===== src/rtl/instr_encoder.sv =====
// ============================================================================
// instr_encoder : packs RV32 fields into instruction words, queues them with
//                 their byte addresses for the instruction-memory write port.
// Revision 1.0
// ============================================================================
`default_nettype none

module instr_encoder #(
  parameter int                DEPTH     = 2,
  parameter int                ADDR_W    = 32,
  parameter logic [ADDR_W-1:0] BASE_ADDR = '0
) (
  input  logic              clk,
  input  logic              rst_n,
  input  logic              clr,
  input  logic              in_valid,
  output logic              in_ready,
  input  logic [6:0]        opcode,
  input  logic [4:0]        rd,
  input  logic [4:0]        rs1,
  input  logic [4:0]        rs2,
  input  logic [2:0]        funct3,
  input  logic [6:0]        funct7,
  input  logic [11:0]       imm12,
  input  logic [19:0]       imm20,
  output logic              out_valid,
  input  logic              out_ready,
  output logic [31:0]       out_instr,
  output logic [ADDR_W-1:0] out_addr,
  output logic              err_illegal,
  output logic [7:0]        err_count
);

  localparam int PTR_W = (DEPTH > 1) ? $clog2(DEPTH) : 1;
  localparam int CNT_W = $clog2(DEPTH + 1);

  localparam logic [6:0] OP_NOP    = 7'd0;
  localparam logic [6:0] OP_LOAD   = 7'd3;
  localparam logic [6:0] OP_IMM    = 7'd19;
  localparam logic [6:0] OP_AUIPC  = 7'd23;
  localparam logic [6:0] OP_STORE  = 7'd35;
  localparam logic [6:0] OP_OP     = 7'd51;
  localparam logic [6:0] OP_LUI    = 7'd55;
  localparam logic [6:0] OP_BRANCH = 7'd99;
  localparam logic [6:0] OP_JALR   = 7'd103;
  localparam logic [6:0] OP_JAL    = 7'd111;
  localparam logic [6:0] OP_SYSTEM = 7'd115;

  logic [31:0]       enc_word;
  logic              enc_legal;
  logic              accept;
  logic              push;
  logic              pop;

  logic [31:0]       instr_mem [DEPTH];
  logic [ADDR_W-1:0] addr_mem  [DEPTH];
  logic [PTR_W-1:0]  wr_ptr;
  logic [PTR_W-1:0]  rd_ptr;
  logic [CNT_W-1:0]  count;
  logic [ADDR_W-1:0] addr_cnt;

  // Bit placement mirrors the core decoder so decode(encode(f)) == f.
  always_comb begin
    enc_word  = '0;
    enc_legal = 1'b1;
    case (opcode)
      OP_OP:
        enc_word = {funct7, rs2, rs1, funct3, rd, opcode};
      OP_IMM, OP_LOAD, OP_JALR, OP_SYSTEM:
        enc_word = {imm12, rs1, funct3, rd, opcode};
      OP_STORE:
        enc_word = {imm12[11:5], rs2, rs1, funct3, imm12[4:0], opcode};
      OP_BRANCH:
        enc_word = {imm12[11], imm12[9:4], rs2, rs1, funct3,
                    imm12[3:0], imm12[10], opcode};
      OP_LUI, OP_AUIPC:
        enc_word = {imm20, rd, opcode};
      OP_JAL:
        enc_word = {imm20[19], imm20[9:0], imm20[10], imm20[18:11], rd, opcode};
      OP_NOP:
        enc_word = '0;
      default:
        enc_legal = 1'b0;
    endcase
  end

  assign in_ready  = (count < CNT_W'(DEPTH)) && !clr;
  assign out_valid = (count != '0);
  assign accept    = in_valid && in_ready;
  assign push      = accept && enc_legal;
  assign pop       = out_valid && out_ready;

  // When empty the address port shows where the next word will land.
  assign out_instr = out_valid ? instr_mem[rd_ptr] : '0;
  assign out_addr  = out_valid ? addr_mem[rd_ptr]  : addr_cnt;

  always_ff @(posedge clk) begin
    if (push) begin
      instr_mem[wr_ptr] <= enc_word;
      addr_mem[wr_ptr]  <= addr_cnt;
    end
  end

  always_ff @(posedge clk or negedge rst_n) begin
    if (!rst_n) begin
      wr_ptr      <= '0;
      rd_ptr      <= '0;
      count       <= '0;
      addr_cnt    <= BASE_ADDR;
      err_illegal <= 1'b0;
      err_count   <= '0;
    end else begin
      err_illegal <= accept && !enc_legal;
      if (accept && !enc_legal && (err_count != 8'hFF))
        err_count <= err_count + 8'd1;

      if (clr) begin
        wr_ptr    <= '0;
        rd_ptr    <= '0;
        count     <= '0;
        addr_cnt  <= BASE_ADDR;
        err_count <= '0;
      end else begin
        if (push) begin
          wr_ptr   <= wr_ptr + PTR_W'(1);
          addr_cnt <= addr_cnt + ADDR_W'(4);
        end
        if (pop)
          rd_ptr <= rd_ptr + PTR_W'(1);
        if (push && !pop)
          count <= count + CNT_W'(1);
        else if (pop && !push)
          count <= count - CNT_W'(1);
      end
    end
  end

endmodule

`default_nettype wire


===== config.mk =====
export PLATFORM = sky130hd
export DESIGN_NAME = instr_encoder
export DESIGN_NICKNAME = d
export VERILOG_FILES = /design/src/rtl/instr_encoder.sv
export SDC_FILE = /design/constraint.sdc
export NUM_CORES = 1
export LEC_CHECK = 0
export ABC_AREA = 1
export CAP_MARGIN = 20
export CORE_ASPECT_RATIO = 1.25
export CORE_UTILIZATION = 40
export CTS_CLUSTER_DIAMETER = 30
export CTS_CLUSTER_SIZE = 30
export DETAILED_ROUTE_END_ITERATION = 6
export PLACE_DENSITY_LB_ADDON = 0.25
export SLEW_MARGIN = 10
export SYNTH_ARGS = -nofsm -noshare
export SYNTH_HDL_FRONTEND = slang
export SYNTH_SLANG_ARGS = --single-unit

===== constraint.sdc =====
create_clock -name clk -period 6.4 [get_ports clk]
set_clock_uncertainty 0.15 [all_clocks]
set_input_delay 1.28 -clock clk [delete_from_list [all_inputs] [get_ports clk]]
set_output_delay 1.28 -clock clk [all_outputs]
set_load 0.02 [all_outputs]

==> metrics <==
final instance area=0.0106 mm2; delay-heaviest family, CP=buffers and inverters; number of flops mapped to enable cells by yosys=124; largest net degree at the start of global routing=63; PortBufs=141; post-synth top area cell=edfxtp_1; status=finished, final reports clean; CTS resizes=0; CP Launch Type=primary input; Rows=58; Avg Cell Area, Syn=9.46 um2; hold_sp=addr_cnt[19]; max-cap violation count=0; DRC=0; Worst EP arrival=2.77 ns; placed cell count=1,261; postcts setup bufs=0; warnings from Yosys=0; critical path class=in -> out; DR vias=6,830; sequential fraction of the synthesis area=57.7%; placement-stage cell area=0.00996 mm2; per-cell routed wire length=17.4 um; detailed-placement wirelength estimate=16.0 mm; Rel. slew slack=47.0%; reg2reg setup slack=3.72 ns; Post-Syn Instances=879; FFs w/ async S/R, synth=25.7%; Post-Layout Cell Count=1,294; top cells by area, synth=edfxtp_1 45%, dfrtp_1 13%, nand2_1 9.8%, a21oi_1 4.7%, inv_1 3.6%; top-count cell post-synth=nand2_1; antenna diode count=0; drt total wl=22.5 mm; root buf cell=clkbuf_16; Num CTS Buffers=17; met1 Usage GRT=27.2%; die area=0.0214 mm2; CTS Hold Bufs=0; antenna-violating nets left=0; HP Class=reg -> reg; first-pass GRT wire length=36.0 mm; top post-synthesis cells by count=218 x nand2_1, 124 x edfxtp_1, 79 x inv_1; CTS clk-pin slew, worst paths=0.07 ns; final setup violating endpoints=0; I/O Pins=144; total grt overflow=0; #FFs+latches synth=167; top-area cell type share of the netlist area=44.8%; Synth Flop Type=edfxtp_1; setup tns final=0 ns; Critical Path Fanout Max=15; H-tree Lvls=4; fin nets=1,082; Clock Path Buffers=2; Worst VDD drop=0.000214 V; Core ar.=0.0202 mm2; fraction of layout cells with a size suffix above 1=8.11%; minimum clock period=4.20 ns; Pins Over Slew Limit=0; Setup crit start=clr; R2R Path Start=count[1]; CTS Sinks=167; vias in the first global route=6,585; total chip power=0.00281 W; starting density of the core=41.1%; worst slew pin tran=0.793 ns; area grow syn2layout=27.0%; Crit. End Element=output pin; vias per inst=5.28; power per standard cell area=266 mW/mm2; Placer Congestion=0.913; total track usage=22.6%; CP Buf/Inv Count=3; Hold Fails Final Rpt=0; unrepaired setup endpoints after global routing=false; critical path's slowest cell=clkdlybuf4s50_1; CP cell instances=clkdlybuf4s50_1, buf_4, nor2_1, clkdlybuf4s50_1; clk_lat worst skew=0.43 ns; DR pass1 iterations=5; GRT busiest layer=met2; die width=131 um; fin crit share=65.6%; Die Y=163 um; 1st-iter DRT viols=463; met3 Use GR=5.47%; met2 Track Usage GR=38.4%; static leakage=4.13 nW; CP peak stage delay=0.68 ns; antenna violations before repair=0; CTS tree=done; top achievable clock speed=0.238 GHz; Synth Cell Area=0.00832 mm2; Yosys cell types=45; final core utilization=52.2%; WP data required=4.97 ns; Top cell by count, worst path=clkdlybuf4s50_1
==> power by group <==
group | leakage [nW] | total [W] | switching (W) | internal, W
combinational | 2.15 | 0.000630 | 0.000363 | 0.000267
clock | 0.282 | 0.000996 | 0.000476 | 0.000520
sequential | 1.70 | 0.00118 | 0.0000115 | 0.00117
==> registers in the layout, summed over array words and instances, names as in the netlist <==
register	cells
instr_mem	64
addr_mem	60
addr_cnt	30
err_count	8
count	2
err_illegal	1
rd_ptr	1
wr_ptr	1
==> layout by cell type, fill, tap and decap left out, types with 5 or more instances in the layout <==
cell type	netlist	routed
a21oi_1	78	78
a22oi_1	24	24
buf_4	2	9
clkbuf_16	0	17
clkdlybuf4s50_1	0	140
clkinv_1	4	5
dfrtp_1	43	42
edfxtp_1	124	124
inv_1	79	79
inv_2	5	5
inv_8	0	5
nand2_1	218	218
nand2_2	6	6
nand3_1	41	41
nand4_1	17	17
nor2_1	55	52
nor2_4	4	7
nor3_1	18	18
o21ai_0	30	30
o21ai_1	11	11
o21ai_2	8	8
o21bai_1	5	5
o221ai_1	6	6
o22ai_1	13	13
o31ai_1	6	6
xor2_1	12	12
==> cell families after synthesis <==
| family | synth area share, % |
|---|---|
| other | 0.0451 |
| XOR/XNOR | 1.58 |
| buffers and inverters | 6.32 |
| adder cells (fa/ha/maj) | 0.301 |
| flip-flops | 57.7 |
| AND/OR/NAND/NOR | 20.3 |
| AO/OA/AOI/OAI | 13.7 |
==> worst paths after layout <==
kind                                        end  depth (start not counted)
worst min-delay path            addr_mem[0][19]                          0
max in group asynchronous                rd_ptr                          2
worst max-delay path                   in_ready                          4
worst min register to register  addr_mem[0][19]                          0
min in group asynchronous          addr_cnt[19]                          1
worst max register to register  addr_mem[0][24]                          6
==> per-stage QoR <==
step	hold WS [ns]	worst slack [ns]
4_1_cts	0.374	2.15
5_1_grt	0.393	1.92
3_5_place_dp	0.356	1.74
3_3_place_gp	0.357	1.79
6_report	0.374	2.20
2_1_floorplan	0.314	0.856
==> area by class of cell <==
cell class / instances / area (um2)
Fill cell: 1856 / 9690
Clock buffer: 17 / 425
Clock inverter: 15 / 153
Tap cell: 270 / 338
Timing Repair Buffer: 151 / 1490
Sequential cell: 167 / 4800
Inverter: 88 / 330
Multi-Input combinational cell: 586 / 3020
==> routing by layer <==
metal  part of all wire, %  vias to the layer above
li1                      -                     3307
met1                    40                     3238
met2                    51                      249
met3                   5.8                       36
met4                   2.8                        0
met5                     0                        -
Power figures use the tool's default switching activity.
